### src/rtl/light_pwm_driver.sv
`default_nettype none
// ============================================================================
//  Module   : light_pwm_driver
//  Purpose  : Maps a 0..4 brightness level to a PWM duty, fading linearly
//             between targets with duty updates only on period boundaries.
//  Revision : 1.0 - initial release
// ============================================================================
module light_pwm_driver #(
    parameter int PWM_BITS  = 8,
    parameter int PRESCALE  = 4,
    parameter int FADE_STEP = 16
) (
    input  logic                clk,
    input  logic                rst,
    input  logic                on,
    input  logic [2:0]          level,
    output logic                pwm_out,
    output logic [PWM_BITS-1:0] duty,
    output logic                busy
);

    localparam int PRE_W = (PRESCALE > 1) ? $clog2(PRESCALE) : 1;

    localparam logic [PRE_W-1:0]    C_PRE_LAST = PRE_W'(PRESCALE - 1);
    localparam logic [PWM_BITS-1:0] C_MAX      = '1;
    localparam logic [PWM_BITS-1:0] C_Q1       = {2'b01, {(PWM_BITS-2){1'b0}}};
    localparam logic [PWM_BITS-1:0] C_Q2       = {2'b10, {(PWM_BITS-2){1'b0}}};
    localparam logic [PWM_BITS-1:0] C_Q3       = {2'b11, {(PWM_BITS-2){1'b0}}};
    localparam logic [PWM_BITS:0]   C_STEP     = (PWM_BITS+1)'(FADE_STEP);
    localparam logic [PWM_BITS-1:0] C_STEP_N   = PWM_BITS'(FADE_STEP);

    typedef enum logic [1:0] {
        ST_STEADY = 2'd0,
        ST_UP     = 2'd1,
        ST_DOWN   = 2'd2
    } state_t;

    state_t              state_q,   state_d;
    logic [PRE_W-1:0]    pre_q,     pre_d;
    logic [PWM_BITS-1:0] pwm_cnt_q, pwm_cnt_d;
    logic [PWM_BITS-1:0] target_q,  target_d;
    logic [PWM_BITS-1:0] duty_q,    duty_d;
    logic                pwm_out_q, pwm_out_d;

    logic                tick;
    logic                boundary;
    logic [PWM_BITS:0]   duty_ext;
    logic [PWM_BITS:0]   target_ext;
    logic [PWM_BITS:0]   up_sum;
    logic [PWM_BITS-1:0] up_next;
    logic [PWM_BITS-1:0] down_next;

    // Level to target map; out-of-range levels saturate at full brightness.
    always_comb begin
        target_d = '0;
        if (on) begin
            case (level)
                3'd0:    target_d = '0;
                3'd1:    target_d = C_Q1;
                3'd2:    target_d = C_Q2;
                3'd3:    target_d = C_Q3;
                default: target_d = C_MAX;
            endcase
        end
    end

    always_comb begin
        tick      = (pre_q == C_PRE_LAST);
        pre_d     = tick ? '0 : pre_q + 1'b1;
        pwm_cnt_d = tick ? pwm_cnt_q + 1'b1 : pwm_cnt_q;
        boundary  = tick && (pwm_cnt_q == C_MAX);
    end

    // One extra bit of headroom so the step never wraps before saturating.
    always_comb begin
        duty_ext   = {1'b0, duty_q};
        target_ext = {1'b0, target_q};
        up_sum     = duty_ext + C_STEP;
        up_next    = (up_sum >= target_ext) ? target_q : up_sum[PWM_BITS-1:0];
        down_next  = (duty_ext <= target_ext + C_STEP) ? target_q : duty_q - C_STEP_N;
    end

    always_comb begin
        state_d = state_q;
        duty_d  = duty_q;
        case (state_q)
            ST_STEADY: begin
                if (duty_q < target_q) begin
                    state_d = ST_UP;
                end else if (duty_q > target_q) begin
                    state_d = ST_DOWN;
                end
            end
            ST_UP: begin
                if (duty_q > target_q) begin
                    state_d = ST_DOWN;
                end else if (duty_q == target_q) begin
                    state_d = ST_STEADY;
                end else if (boundary) begin
                    duty_d = up_next;
                    if (up_next == target_q) begin
                        state_d = ST_STEADY;
                    end
                end
            end
            ST_DOWN: begin
                if (duty_q < target_q) begin
                    state_d = ST_UP;
                end else if (duty_q == target_q) begin
                    state_d = ST_STEADY;
                end else if (boundary) begin
                    duty_d = down_next;
                    if (down_next == target_q) begin
                        state_d = ST_STEADY;
                    end
                end
            end
            default: state_d = ST_STEADY;
        endcase
    end

    // Full duty is forced high so the LED does not blink once per period.
    always_comb begin
        pwm_out_d = (duty_q == C_MAX) || (pwm_cnt_q < duty_q);
    end

    always_ff @(posedge clk or negedge rst) begin
        if (!rst) begin
            state_q   <= ST_STEADY;
            pre_q     <= '0;
            pwm_cnt_q <= '0;
            target_q  <= '0;
            duty_q    <= '0;
            pwm_out_q <= 1'b0;
        end else begin
            state_q   <= state_d;
            pre_q     <= pre_d;
            pwm_cnt_q <= pwm_cnt_d;
            target_q  <= target_d;
            duty_q    <= duty_d;
            pwm_out_q <= pwm_out_d;
        end
    end

    assign pwm_out = pwm_out_q;
    assign duty    = duty_q;
    assign busy    = (state_q != ST_STEADY);

endmodule
`default_nettype wire
### config.mk
export PLATFORM = sky130hd
export DESIGN_NAME = light_pwm_driver
export DESIGN_NICKNAME = d
export VERILOG_FILES = /design/src/rtl/light_pwm_driver.sv
export SDC_FILE = /design/constraint.sdc
export NUM_CORES = 1
export LEC_CHECK = 0
export ABC_CLOCK_PERIOD_IN_PS = 3800
export BUFFER_PORTS_ARGS = -buffer_cell sky130_fd_sc_hd__buf_4
export CAP_MARGIN = 25
export CORE_MARGIN = 2
export CORE_UTILIZATION = 60
export CTS_CLUSTER_SIZE = 30
export DETAILED_ROUTE_END_ITERATION = 12
export PLACE_DENSITY = 0.8
export SLEW_MARGIN = 20
export SYNTH_ARGS = -nofsm -noshare
export SYNTH_HDL_FRONTEND = slang
export SYNTH_SLANG_ARGS = --single-unit
### constraint.sdc
create_clock -name clk -period 3.8 [get_ports clk]
set_input_delay 0.19 -clock clk [delete_from_list [all_inputs] [get_ports clk]]
set_output_delay 0.19 -clock clk [all_outputs]
set_load 0.1 [all_outputs]
==> flow_summary_export.csv, run 1 <==
group,metric,value,unit
status,status,"finished, final reports clean",
drt,route.vias.total,1614,
synthesis,yosys.cell_types.count,52,
drt,routed_wire_length_per_instance,17.5,um
worst_setup_path,critPathMaxFanout,12,
timing,worst-slew-pin-transition,505,ps
global_routing,largest_net_degree_at_the_start_of_global_routing,25,
power,power_density,250,nW/um2
drt,drc_errors,0,
worst_setup_path,worst-setup-path-type,"flop to flop",
synthesis,synthesis.instances,200,
worst_setup_path,start_kind,"flop",
timing,report.final.hold_viol_count,0,
layout,final-instance-count-excl-fill,259,
drt,detail_route.vias_per_cell,6.23,
worst_setup_path,worstPathRequired,4040,ps
timing,timing.setup.tns,0,ps
synthesis,yosysTopAreaCell,"sky130_fd_sc_hd__dfrtp_1",
synthesis,ys_top_cells_by_area,"sky130_fd_sc_hd__dfrtp_1 30%, sky130_fd_sc_hd__ha_1 17%, sky130_fd_sc_hd__xnor2_1 5.3%",
global_routing,overflow,0,
power,combinationalPowerShare,15.2,%
layout,area_growth,9.74,%
clocking,post_cts_setup_buffer_count,0,
worst_setup_path,worstSetupEndpointType,"flop",
timing,fin_crit_share,86.0,%
clocking,cts_sinks,24,
placement,dp_cells,254,
synthesis,synth_enable_flop_cells,0,
clocking,cts_clock_pin_slew_for_the_worst_setup_and_hold_paths,160,ps
drt,wl_met2,2090,um
drt,wl_met1,2090,um
power,pwr-share-clk,36.2,%
layout,num_antenna_cells,0,
clocking,htree_levels,1,
drt,highest_metal_used,"met4",
floorplan,core.rowCount,20,
synthesis,synth.yosys.seq_area_share,30.2,%
floorplan,top_level_ports,16,
power,internal-power,0.000397,W
timing,maxSlewViolCount,0,
worst_setup_path,worstPathArrival,3510,ps
clocking,ctsRootBufferMaster,"sky130_fd_sc_hd__clkbuf_4",
timing,worst_slack,532,ps
timing,finClkSkew,7.42,ps
timing,rsz0062_at_grt,"false",
hold_path,worstHoldPathType,"input pin to flop",
power,cellLeakagePower,0.983,nW
timing,holdWs,41.1,ps
synthesis,syn-num-nets,233,
clocking,cts-buffers-inserted,3,
floorplan,overall_die_width,61.6,um
clocking,cts_tree,"yes",
synthesis,asyncSetResetFlopFracSynth,100,%
drt,wirelength,4530,um
placement,placed_cell_area,2120,um2
power,max-vdd-ir-drop,0.140,mV
drt,drt_first_pass_iters,4,
power,switching_share,27.4,%
global_routing,first_global_vias,1517,
placement,io_buffers,15,
global_routing,grt_antenna_before_repair,0,
placement,place.gp.congestion,0.996,
synthesis,mappedNetlistArea,1990,um2
timing,clock.fmax,306,MHz
synthesis,synth_seq_cells,24,
timing,period_needed,3270,ps
placement,dpl.hpwl,3440,um
synthesis,avgSynthCellArea,9.96,um2
layout,fillers,247,
clocking,clock_path_buffers,2,
global_routing,global_route.usage.total,27.5,%
clocking,clock_latency_on_the_worst_skew_pair,340,ps
drt,wl_met3,262,um
synthesis,netlist_top_cells_count,"27 x sky130_fd_sc_hd__ha_1, 24 x sky130_fd_sc_hd__dfrtp_1, 12 x sky130_fd_sc_hd__inv_1, 12 x sky130_fd_sc_hd__xnor2_1, 10 x sky130_fd_sc_hd__nand3_1",
floorplan,die_outline_height,61.6,um
drt,detail_route.iter0.violations,106,
power,seq_power_share,48.6,%
clocking,cts-resized-gates,0,
floorplan,initial_core_util,64.2,%
layout,postLayoutCellArea,2190,um2
synthesis,synth-main-ff-cell,"sky130_fd_sc_hd__dfrtp_1",
synthesis,ys_warn_count,0,
drt,drtAntennaViolNets,0,
timing,finalSetupViolations,0,
layout,layout_cell_share_with_drive_strength_beyond_1,15.8,%
power,p_switching,0.000150,W
layout,num-nets-final,249,
synthesis,yosys.cell_count.top_type,"sky130_fd_sc_hd__ha_1",
placement,dp_slack,555,ps
synthesis,yosysTopAreaCellShare,30.2,%
global_routing,grt_first_pass_wirelength,7530,um
floorplan,core_region_area,3100,um2
floorplan,fp.dieArea,3800,um2
timing,max-slew-margin-rel,66.1,%
job,cap_violations,0,
## path summary, 6_finish.rpt
path | start | cells after the start | end | slack, ps
worst min register to register | pre_q[0] | 1 | pre_q[0] | 440
worst max-delay path | duty[4] | 9 | duty[7] | 530
worst max register to register | duty[4] | 9 | duty[7] | 530
max in group asynchronous | rst | 2 | pwm_cnt_q[2] | 3280
worst min-delay path | level[1] | 2 | target_q[7] | 40
min in group asynchronous | rst | 2 | duty[6] | 260
## registers in the layout (all words and copies together), names as in the netlist
signal and count:
pwm_out 1, duty 8, state_q 2, pwm_cnt_q 8, pre_q 2, target_q 3
## kinds of logic (layout without fill, tap and decap cells)
| family | Yosys count | in the layout | share of synthesized area (%) |
|---|---|---|---|
| AOI/OAI and AO/OA | 43 | 43 | 17.5 |
| xor gates and xnor gates | 16 | 16 | 7.03 |
| adders and majority gates | 27 | 27 | 17.0 |
| buffers and inverters | 18 | 33 | 4.27 |
| DFF | 24 | 24 | 30.2 |
| muxes | 15 | 15 | 8.10 |
| and+or+nand+nor | 57 | 57 | 16.0 |
## placed cells by master (no fill, tap or decap), drive strengths merged, types with 2 or more instances in the layout
cell type / n
ha: 27
dfrtp: 24
buf: 15
inv: 12
xnor2: 12
nand3: 10
mux2i: 9
nand2: 8
a21oi: 8
nor3: 7
o21ai: 7
and3: 6
mux2: 6
nor2: 5
a21o: 5
nand4: 5
xor2: 4
nand2b: 4
o21a: 3
nor2b: 3
clkbuf: 3
a31oi: 3
and2: 2
o211ai: 2
o31ai: 2
o2111ai: 2
a211oi: 2
## final cells by class
class	instances	area [um2]	share of cell area, %
clock buffer	3	22.5	1.03
inverter	13	48.8	2.23
multi-input combinational	158	1310	59.8
timing repair buffer	16	123	5.61
sequential	24	601	27.5
tap	44	55.1	2.52
clock inverter	1	30.0	1.37
## power by group through the flow
stage	clock (W)	combinational, W	sequential (W)
floorplan	0	0.0000584	0.000268
global placement	0	0.0000772	0.000270
detailed placement	0	0.0000818	0.000270
CTS	0.000199	0.0000830	0.000266
global route	0.000209	0.0000900	0.000266
finish	0.000198	0.0000832	0.000266
## metrics by stage
stage          utilization [%]  total power (W)
2_1_floorplan                -         0.000327
3_3_place_gp              68.4         0.000347
3_5_place_dp              68.4         0.000352
4_1_cts                   70.4         0.000548
5_1_grt                   70.4         0.000566
6_report                  70.4         0.000547
## worst max-delay path, cell delays in order, from the launching register on
cell                      delay (ps)
sky130_fd_sc_hd__dfrtp_1         590
sky130_fd_sc_hd__inv_1           170
sky130_fd_sc_hd__ha_1            410
sky130_fd_sc_hd__ha_1            300
sky130_fd_sc_hd__and3_1          220
sky130_fd_sc_hd__a221o_1         330
sky130_fd_sc_hd__a31oi_4         240
sky130_fd_sc_hd__mux2_2          370
sky130_fd_sc_hd__mux2_2          270
sky130_fd_sc_hd__mux2_2          270
## what timing repair did
action / 4_1_cts / 5_1_grt
hold buffers: 1 / 0
endpoints found under the setup margin: 0 / 0
hold endpoints to repair: 24 / 0
## metal layers
layer  up-vias  GRT usage [%]
met5         -              0
li1        771              -
met2        56           43.3
met1       778           38.6
met4         0           10.6
met3         9           3.15
Note: power is estimated with default switching activity, not from simulation.
==> run 2, diff against run 1 <==
--- a/config.mk
+++ b/config.mk
@@ -8,11 +8,13 @@
 export ABC_CLOCK_PERIOD_IN_PS = 3800
 export BUFFER_PORTS_ARGS = -buffer_cell sky130_fd_sc_hd__buf_4
 export CAP_MARGIN = 25
+export CELL_PAD_IN_SITES_DETAIL_PLACEMENT = 1
+export CELL_PAD_IN_SITES_GLOBAL_PLACEMENT = 1
 export CORE_MARGIN = 2
-export CORE_UTILIZATION = 60
+export CORE_UTILIZATION = 47
 export CTS_CLUSTER_SIZE = 30
 export DETAILED_ROUTE_END_ITERATION = 12
-export PLACE_DENSITY = 0.8
+export PLACE_DENSITY_LB_ADDON = 0.1
 export SLEW_MARGIN = 20
 export SYNTH_ARGS = -nofsm -noshare
 export SYNTH_HDL_FRONTEND = slang
==> flow_summary_export.csv, run 2 (same netlist as run 1, synthesis figures left out) <==
group,metric,value,unit
layout,num-nets-final,249,
clocking,clock_latency_on_the_worst_skew_pair,280,ps
clocking,cts-buffers-inserted,3,
worst_setup_path,cp_slowest_stage_delay,520,ps
worst_setup_path,worstPathRequired,3970,ps
clocking,ctsRootBufferMaster,"sky130_fd_sc_hd__clkbuf_8",
timing,worst-slew-pin-transition,500,ps
hold_path,hold_path_sink,"target_q[7]",
timing,clock.fmax,295,MHz
worst_setup_path,worst-setup-path-type,"flop to flop",
status,status,"finished, final reports clean",
drt,drtAntennaViolNets,0,
worst_setup_path,critPathMaxFanout,15,
timing,finalSetupViolations,0,
drt,detail_route.iter0.violations,43,
clocking,post_cts_setup_buffer_count,0,
layout,fillers,454,
worst_setup_path,reg2reg_to,"duty[7]",
worst_setup_path,reg2regPathDepth,8,
placement,dp_cells,260,
layout,num_antenna_cells,0,
drt,detail_route.vias_per_cell,6.08,
power,cellLeakagePower,0.991,nW
job,cap_violations,0,
worst_setup_path,worstSetupEndpointType,"flop",
hold_path,worstHoldPathType,"input pin to flop",
placement,io_buffers,15,
timing,max-slew-margin-rel,66.3,%
layout,utilization,54.9,%
worst_setup_path,crit_chain,"clkinv_1, ha_1, nor2b_1, o211ai_1, a211oi_1, nor3_1, o21ai_2, mux2_2",
layout,postLayoutCellArea,2210,um2
floorplan,die_outline_height,69.1,um
timing,report.final.hold_viol_count,0,
drt,drt_first_pass_iters,4,
timing,maxSlewViolCount,0,
placement,dpl.hpwl,4030,um
layout,layout_cell_share_with_drive_strength_beyond_1,15.8,%
power,power_density,264,nW/um2
drt,drc_errors,0,
floorplan,fp.dieArea,4770,um2
clocking,htree_levels,1,
global_routing,largest_net_degree_at_the_start_of_global_routing,25,
drt,routed_wire_length_per_instance,19.3,um
clocking,postCtsHoldBufs,1,
layout,mostFrequentLayoutCell,"sky130_fd_sc_hd__ha_1",
timing,rsz0062_at_grt,"false",
placement,placed_cell_area,2130,um2
timing,fin_crit_share,89.1,%
timing,finClkSkew,4.90,ps
worst_setup_path,timing.critical_path.buf_inv,1,
worst_setup_path,start_kind,"flop",
clocking,cts_sinks,24,
timing,timing.setup.tns,0,ps
clocking,cts-resized-gates,0,
global_routing,grt_antenna_before_repair,0,
drt,wirelength,5120,um
worst_setup_path,worstPathArrival,3550,ps
layout,final-instance-count-excl-fill,265,
timing,period_needed,3380,ps
worst_setup_path,ff2ff_setup_slack,420,ps
clocking,clock_path_buffers,2,
layout,area_growth,11.1,%
clocking,cts_clock_pin_slew_for_the_worst_setup_and_hold_paths,90,ps
hold_path,whs_path_depth,2,
floorplan,core_region_area,4030,um2
global_routing,global_route.usage.total,22.5,%
drt,route.vias.total,1610,
hold_path,holdCritStartpoint,"level[1]",
global_routing,grt_first_pass_wirelength,8630,um
worst_setup_path,crit_slowest_cell,"sky130_fd_sc_hd__dfrtp_1",
power,max-vdd-ir-drop,0.169,mV
floorplan,initial_core_util,49.4,%
worst_setup_path,worst_setup_path_startpoint,"target_q[5]",
floorplan,overall_die_width,69.1,um
floorplan,core.rowCount,23,
clocking,cts_tree,"yes",
global_routing,overflow,0,
worst_setup_path,r2r_start,"target_q[5]",
worst_setup_path,cpLargestDelayFamily,"compound AO/OA/AOI/OAI gates",
global_routing,first_global_vias,1687,
layout,layout.cells.most_common_list,"27 x sky130_fd_sc_hd__ha_1, 24 x sky130_fd_sc_hd__dfrtp_1, 15 x sky130_fd_sc_hd__buf_4",
placement,place.gp.congestion,0.894,
floorplan,top_level_ports,16,
-- run 2: final cells by class --
cell class	instances	area (um2)	area share, %
clock buffers	3	41.3	1.87
clock inverters	1	30.0	1.36
inverters	13	48.8	2.21
multi-input cells	158	1310	59.0
flip-flops and latches	24	601	27.1
well taps	50	62.6	2.83
repair buffers	16	123	5.54
-- run 2: where the power goes --
part / total (W) / internal, W / switching (W)
sequential: 0.000266 / 0.000259 / 0.00000710
clock: 0.000234 / 0.000141 / 0.0000926
combinational: 0.0000848 / 0.0000313 / 0.0000535
total: 0.000584 / 0.000431 / 0.000153
-- run 2: metrics by stage --
step                setup WS (ps)  total power (W)  hold WS (ps)
global placement              688         0.000349           110
global route                  259         0.000613           110
detailed placement            573         0.000354           118
CTS                           533         0.000588           107
floorplan                    87.4         0.000327          -106
finish                        416         0.000584           109
-- run 2: layer usage --
layer	vias up	global-route usage, %	share of wire [%]
li1	771	-	-
met1	812	30.0	47
met2	23	39.1	50
met3	4	1.90	1.9
met4	0	5.66	0.96
met5	-	0	0
-- run 2: how the worst max path moves through the flow --
stage,to,slack [ps],depth (start not counted)
3_3_place_gp,duty[7],690,9
6_report,duty[7],420,8
2_1_floorplan,duty[7],90,10
4_1_cts,duty[7],530,8
3_5_place_dp,duty[7],570,8
5_1_grt,duty[7],260,8
